--- config.mk ---
export PLATFORM = sky130hd
export DESIGN_NAME = sd_cmd_serializer_flat
export DESIGN_NICKNAME = d
export VERILOG_FILES = /design/src/rtl/sd_cmd_serializer_if.sv /design/src/rtl/sd_cmd_serializer.sv /design/src/flat_wrapper.sv
export SDC_FILE = /design/constraint.sdc
export NUM_CORES = 1
export LEC_CHECK = 0
export BUFFER_PORTS_ARGS = -buffer_cell sky130_fd_sc_hd__buf_2
export CAP_MARGIN = 15
export CORE_MARGIN = 1.5
export CORE_UTILIZATION = 59
export DETAILED_ROUTE_END_ITERATION = 10
export PLACE_DENSITY = 0.84
export SETUP_SLACK_MARGIN = 0.15
export SLEW_MARGIN = 20
export SYNTH_ARGS = -nofsm -noshare
export SYNTH_HDL_FRONTEND = slang
export SYNTH_SLANG_ARGS = --single-unit
--- constraint.sdc ---
create_clock -name clock -period 7.48 [get_ports clock]
set_clock_uncertainty 0.2 [all_clocks]
set_input_delay 0.374 -clock clock [delete_from_list [all_inputs] [get_ports clock]]
set_output_delay 0.374 -clock clock [all_outputs]
set_load 0.01 [all_outputs]
--- src/rtl/sd_cmd_serializer_if.sv ---
// Command/response handshake between the register-file side and the SD CMD-line engine.
// The master drives the request fields; the slave returns status and the response.
interface sd_cmd_serializer_if;
    logic         new_command;
    logic [15:0]  command;
    logic [31:0]  argument;
    logic         busy;
    logic         cmd_done;
    logic [127:0] response;
    logic [3:0]   error_status;

    modport master (
        output new_command, command, argument,
        input  busy, cmd_done, response, error_status
    );

    modport slave (
        input  new_command, command, argument,
        output busy, cmd_done, response, error_status
    );
endinterface

--- src/rtl/sd_cmd_serializer.sv ---
// SD CMD-line engine: serializes a 48-bit command token with CRC7, then receives and
// checks a 48- or 136-bit response and reports it with a one-cycle done pulse.
module sd_cmd_serializer #(
    parameter int TIMEOUT = 64
) (
    input  logic                clock,
    input  logic                reset,
    sd_cmd_serializer_if.slave  host,
    input  logic                cmd_in,
    output logic                cmd_out,
    output logic                cmd_oe
);
    typedef enum logic [2:0] {IDLE, SEND, WAIT_RESP, RECV, DONE} state_t;

    localparam int                WAIT_W    = $clog2(TIMEOUT);
    localparam logic [WAIT_W-1:0] WAIT_LAST = WAIT_W'(TIMEOUT - 1);

    state_t              state_reg;
    logic [47:0]         token_reg;
    logic [1:0]          rtype_reg;
    logic [5:0]          index_reg;
    logic [7:0]          bit_cnt_reg;
    logic [WAIT_W-1:0]   wait_cnt_reg;
    logic [126:0]        shift_reg;
    logic                busy_reg;
    logic                cmd_done_reg;
    logic                cmd_out_reg;
    logic                cmd_oe_reg;
    logic [127:0]        response_reg;
    logic [3:0]          error_reg;

    // CRC7 (x^7+x^3+1, zero init). Leading zeros leave a zero-initialized CRC unchanged,
    // so the 40-bit fields are zero-extended and share this single 120-bit routine.
    function automatic logic [6:0] crc7(input logic [119:0] data);
        logic [6:0] crc;
        logic       fb;
        crc = '0;
        for (int i = 119; i >= 0; i--) begin
            fb  = data[i] ^ crc[6];
            crc = {crc[5:0], 1'b0} ^ (fb ? 7'h09 : 7'h00);
        end
        return crc;
    endfunction

    logic [39:0]  cmd_body;
    logic [127:0] shift_next;
    logic [7:0]   resp_len;
    logic         last_bit;
    logic [6:0]   crc_short;
    logic [6:0]   crc_long;
    logic [3:0]   err48;
    logic [3:0]   err136;

    assign cmd_body   = {2'b01, host.command[13:8], host.argument};
    assign shift_next = {shift_reg, cmd_in};
    assign resp_len   = (rtype_reg == 2'b01) ? 8'd136 : 8'd48;
    assign last_bit   = (bit_cnt_reg == resp_len - 8'd1);
    assign crc_short  = crc7({80'b0, shift_next[47:8]});
    assign crc_long   = crc7(shift_next[127:8]);

    // {index_err, end_bit_err, crc_err, timeout_err}
    assign err48  = {shift_next[45:40] != index_reg,
                     shift_next[46] | ~shift_next[0],
                     crc_short != shift_next[7:1],
                     1'b0};
    assign err136 = {1'b0, ~shift_next[0], crc_long != shift_next[7:1], 1'b0};

    always_ff @(posedge clock or negedge reset) begin
        if (!reset) begin
            state_reg    <= IDLE;
            token_reg    <= '0;
            rtype_reg    <= '0;
            index_reg    <= '0;
            bit_cnt_reg  <= '0;
            wait_cnt_reg <= '0;
            shift_reg    <= '0;
            busy_reg     <= 1'b0;
            cmd_done_reg <= 1'b0;
            cmd_out_reg  <= 1'b1;
            cmd_oe_reg   <= 1'b0;
            response_reg <= '0;
            error_reg    <= '0;
        end else begin
            case (state_reg)
                IDLE: begin
                    if (host.new_command) begin
                        token_reg   <= {cmd_body, crc7({80'b0, cmd_body}), 1'b1};
                        rtype_reg   <= host.command[1:0];
                        index_reg   <= host.command[13:8];
                        error_reg   <= '0;
                        bit_cnt_reg <= '0;
                        busy_reg    <= 1'b1;
                        state_reg   <= SEND;
                    end
                end
                SEND: begin
                    if (bit_cnt_reg == 8'd48) begin
                        cmd_oe_reg   <= 1'b0;
                        cmd_out_reg  <= 1'b1;
                        wait_cnt_reg <= '0;
                        if (rtype_reg == 2'b00) begin
                            cmd_done_reg <= 1'b1;
                            state_reg    <= DONE;
                        end else begin
                            state_reg <= WAIT_RESP;
                        end
                    end else begin
                        cmd_oe_reg  <= 1'b1;
                        cmd_out_reg <= token_reg[47];
                        token_reg   <= {token_reg[46:0], 1'b0};
                        bit_cnt_reg <= bit_cnt_reg + 8'd1;
                    end
                end
                WAIT_RESP: begin
                    if (!cmd_in) begin
                        // The start bit itself is a zero, so a cleared shifter already holds it.
                        shift_reg   <= '0;
                        bit_cnt_reg <= 8'd1;
                        state_reg   <= RECV;
                    end else if (wait_cnt_reg == WAIT_LAST) begin
                        error_reg[0] <= 1'b1;
                        cmd_done_reg <= 1'b1;
                        state_reg    <= DONE;
                    end else begin
                        wait_cnt_reg <= wait_cnt_reg + WAIT_W'(1);
                    end
                end
                RECV: begin
                    shift_reg   <= shift_next[126:0];
                    bit_cnt_reg <= bit_cnt_reg + 8'd1;
                    if (last_bit) begin
                        if (rtype_reg == 2'b01) begin
                            response_reg <= {8'b0, shift_next[127:8]};
                            error_reg    <= err136;
                        end else begin
                            response_reg <= {96'b0, shift_next[39:8]};
                            error_reg    <= err48;
                        end
                        cmd_done_reg <= 1'b1;
                        state_reg    <= DONE;
                    end
                end
                DONE: begin
                    cmd_done_reg <= 1'b0;
                    busy_reg     <= 1'b0;
                    state_reg    <= IDLE;
                end
                default: state_reg <= IDLE;
            endcase
        end
    end

    assign cmd_out           = cmd_out_reg;
    assign cmd_oe            = cmd_oe_reg;
    assign host.busy         = busy_reg;
    assign host.cmd_done     = cmd_done_reg;
    assign host.response     = response_reg;
    assign host.error_status = error_reg;
endmodule

--- src/flat_wrapper.sv ---
// flat-port wrapper written by rule: the top's interface ports become plain ports
module sd_cmd_serializer_flat 
#(
    parameter int TIMEOUT = 64
)
  (clock, reset, cmd_in, cmd_out, cmd_oe, host_new_command, host_command, host_argument, host_busy, host_cmd_done, host_response, host_error_status);
  sd_cmd_serializer_if host_i ();
  input  logic clock;
  input  logic reset;
  input  logic cmd_in;
  output logic cmd_out;
  output logic cmd_oe;
  input wire logic [$bits(host_i.new_command)-1:0] host_new_command;
  input wire logic [$bits(host_i.command)-1:0] host_command;
  input wire logic [$bits(host_i.argument)-1:0] host_argument;
  output wire logic [$bits(host_i.busy)-1:0] host_busy;
  output wire logic [$bits(host_i.cmd_done)-1:0] host_cmd_done;
  output wire logic [$bits(host_i.response)-1:0] host_response;
  output wire logic [$bits(host_i.error_status)-1:0] host_error_status;
  assign host_i.new_command = host_new_command;
  assign host_i.command = host_command;
  assign host_i.argument = host_argument;
  assign host_busy = host_i.busy;
  assign host_cmd_done = host_i.cmd_done;
  assign host_response = host_i.response;
  assign host_error_status = host_i.error_status;
  sd_cmd_serializer #(.TIMEOUT(TIMEOUT)) u_core (.clock(clock), .reset(reset), .host(host_i), .cmd_in(cmd_in), .cmd_out(cmd_out), .cmd_oe(cmd_oe));
endmodule
==> results.md <==
* Status: finished, final reports clean
* Comb pwr share at 0.266
* Worst setup path class: flip-flop to flip-flop
* Worst VDD drop at 0.000261 V
* Origin of the worst setup path: u_core.shift_reg[125]$_DFFE_PN0P_
* Slew HR at 0.368
* Die area at 30400 um2
* Int Power at 0.00354 W
* Drt pass-1 iters at 5
* Clock root cell: clkbuf_16
* Final setup margin at 1.41 ns
* Final Slew Violations at 0
* IO Count at 188
* Global routing's busiest layer: met2
* Number of synthesized flops with an enable pin at 0
* Synth top area share at 0.472
* Area of the mapped netlist at 17300 um2
* Synth area leaders: dfrtp_1 (47%), xnor2_1 (12%), xnor3_1 (6.6%), a22o_1 (6.4%), nand2_1 (5.7%)
* Least-Margin Pin Slew at 0.948 ns
* Layout area overhead at 14.6%
* Routed WL at 37.4 mm
* Fin crit period at 6.07 ns
* Pre-CTS WS at 1.49 ns
* Seq/Total Area, Yosys at 0.474
* Max_cap viols at 0
* Ys flop type: dfrtp_1
* M1 GR Usage at 0.338
* Slowest stage cell, crit path: dfrtp_1
* Hold Path Cell Cnt at 3
* Synth warn at 0
* CP arrival at 6.21 ns
* Hold buffers post-CTS at 20
* Clk sinks at 328
* Setup TNS at 0 ns
* Finish-stage setup viols at 0
* RSZ-0062 raised after global routing: no
* P per Cell Area at 264 nW/um2
* Worst reg2reg path endpoint: u_core.host.error_status[1]$_DFFE_PN0P_
* Final Hold Vio Count at 0
* Ant diodes at 0
* Port bufs at 171
* Pin count of the biggest net entering global routing at 148
* Reg clk slew, reported paths at 0.07 ns
* Die Span X at 174 um
* Core area at 28800 um2
* Layout cell share with drive strength beyond 1 at 0.171
* Number of global-route vias before repair at 11900
* Die Y at 174 um
* Switching power at 0.00170 W
* Met2 usage at 0.419
* Syn avg cell area at 11.2 um2
* Worst Hold Launch: host_argument[21]
* DRC Markers at 0
* Leakage Power at 9.49 nW
* Hold Path Sink: u_core.token_reg[29]$_DFFE_PN0P_
* Critical Path Source Type: flip-flop
* Max Freq at 165 MHz
* Total congestion overflow at 0
* First-pass GRT wire length at 61.7 mm
* Hold_ws at 0.0114 ns
* Setup Fix Bufs, Post-CTS at 0
* Drt initial violations at 908
* Starting Density at 0.602
* GPL Wtd Cong at 0.865
* CP Cell Sequence: xnor3_1 > xor2_1 > xnor2_1 > xnor3_1 > xnor2_1 > xnor3_1 > xnor2_1 > xnor3_1 > xnor3_1 > xnor3_1 > xor2_1 > o311a_1 > a2111oi_2 > a32oi_1
* GR Util met3 at 0.0365
* Crit path top cell by count: xnor3_1
* Detailed-placement wirelength estimate at 24.9 mm
* CTS resizes at 0
* Synth Register Bits at 328
* Reg-to-reg setup timing slack at 1.41 ns
* H-tree depth at 2
* Vias at 11800
* Worst Path Required at 7.63 ns
* Drt wl/cell at 17.7 um
* Worst hold path type: input pin to flip-flop
* Final net count at 1753
* Async S/R FF share, synth at 1.00
* Syn Inst Count at 1552
* CP max stage delay at 0.56 ns
* Initial antenna violation count at 0
* Final period util at 0.811
* Cell taking the most area after synthesis: dfrtp_1
* Clock Path Buffers at 3
* Via density at 5.61
* Finished Layout Cells at 2107
* Sequential power share at 0.405
* Worst skew pair latency at 0.52 ns
* Number of routed nets with antenna violations at 0
* CTS tree: built
* Total GRT Usage at 0.251
* Rows at 62
* Reg2Reg Launch Point: u_core.shift_reg[125]$_DFFE_PN0P_
* Synth cell types at 59
* Worst reg2reg path depth at 14
* Crit. End Element: flip-flop
* CTS Buf Count at 34
* Sw Share at 0.324
* Clock power frac at 0.329
* Placed Instances at 2023
* Largest fanout on the critical path at 7
* Max reg flops at 127
==> metrics by stage <==
step | utilization | total power [W] | instance area, um2
finish | 0.690 | 0.00525 | 19900
global route | 0.690 | 0.00553 | 19900
CTS | 0.688 | 0.00526 | 19800
detailed placement | 0.640 | 0.00352 | 18400
global placement | 0.640 | 0.00346 | 18400
floorplan | - | 0.00319 | 17400
==> cells in the mapped netlist, drive strengths merged, types with 2 or more instances <==
cell type and number:
nand2 263, nand4 3, dfrtp 327, a211oi 2, nor4 3, xor2 82
nand3 14, and3 5, xor3 8, a2111oi 2, a22o 127, and2 3
nor2 31, nor2b 2, o21ai 154, buf 21, inv 4, nor3 3
nand2b 3, a31oi 2, ha 3, mux2 32, a21o 2, a32o 2
a21oi 15, or3 3, xnor2 236, mux2i 40, clkbuf 82, xnor3 58
==> worst max-delay path by stage <==
stage	end	slack, ns	cells past startpoint
6_report	u_core.host.error_status[1]$_DFFE_PN0P_	1.41	14
4_1_cts	u_core.host.error_status[1]$_DFFE_PN0P_	1.42	14
3_3_place_gp	u_core.host.error_status[1]$_DFFE_PN0P_	1.65	14
5_1_grt	u_core.host.error_status[1]$_DFFE_PN0P_	1.14	14
3_5_place_dp	u_core.host.error_status[1]$_DFFE_PN0P_	1.49	14
2_1_floorplan	u_core.host.error_status[1]$_DFFE_PN0P_	2.09	15
==> area by class of cell <==
| class | count | area [um2] |
|---|---|---|
| tap | 384 | 480 |
| sequential | 328 | 8210 |
| clock buffer | 58 | 1110 |
| fill | 2073 | 8930 |
| timing repair buffer | 206 | 1230 |
| clock inverter | 3 | 42.5 |
| multi-input combinational | 1123 | 8760 |
| inverter | 5 | 18.8 |
==> worst max-delay path: cells and delay by family (launching register included) <==
kind	cells	cell delay, ns
AOI/OAI and AO/OA	3	0.72
xor gates and xnor gates	11	4.41
DFF	1	0.56
==> power by group through the flow <==
| stage | clock (W) | combinational (W) | sequential (W) |
|---|---|---|---|
| 3_3_place_gp | 0 | 0.00132 | 0.00214 |
| 5_1_grt | 0.00183 | 0.00156 | 0.00215 |
| 4_1_cts | 0.00176 | 0.00139 | 0.00212 |
| 3_5_place_dp | 0 | 0.00137 | 0.00215 |
| 6_report | 0.00172 | 0.00140 | 0.00212 |
| 2_1_floorplan | 0 | 0.00110 | 0.00209 |
==> cells by family after synthesis <==
group	count (synthesis)	synth area share
buffers and inverters	108	0.0254
xor gates and xnor gates	384	0.252
and+or+nand+nor	336	0.0780
adders and majority gates	3	0.00217
AOI/OAI and AO/OA	320	0.125
DFF	328	0.474
muxes	72	0.0439
other	1	0.000216
==> cells in the final DEF, fill, tap and decap left out, types with 32 or more instances in the layout <==
cell,synthesis,routed
dfrtp_1,327,327
a22o_1,127,127
mux2_2,32,32
nand2_1,263,263
mux2i_1,40,40
o21ai_0,152,152
buf_2,4,170
xnor3_1,51,51
xnor2_1,230,230
clkbuf_16,0,37
xor2_1,80,80
==> routing by layer <==
| layer | vias to the layer above | part of all wire | wire, um |
|---|---|---|---|
| met2 | 307 | 0.49 | 18400 |
| met3 | 76 | 0.040 | 1510 |
| met4 | 0 | 0.030 | 1140 |
| met1 | 5856 | 0.44 | 16300 |
| li1 | 5582 | - | - |
| met5 | - | 0 | 0 |
Note: power is estimated with default switching activity, not from simulation.
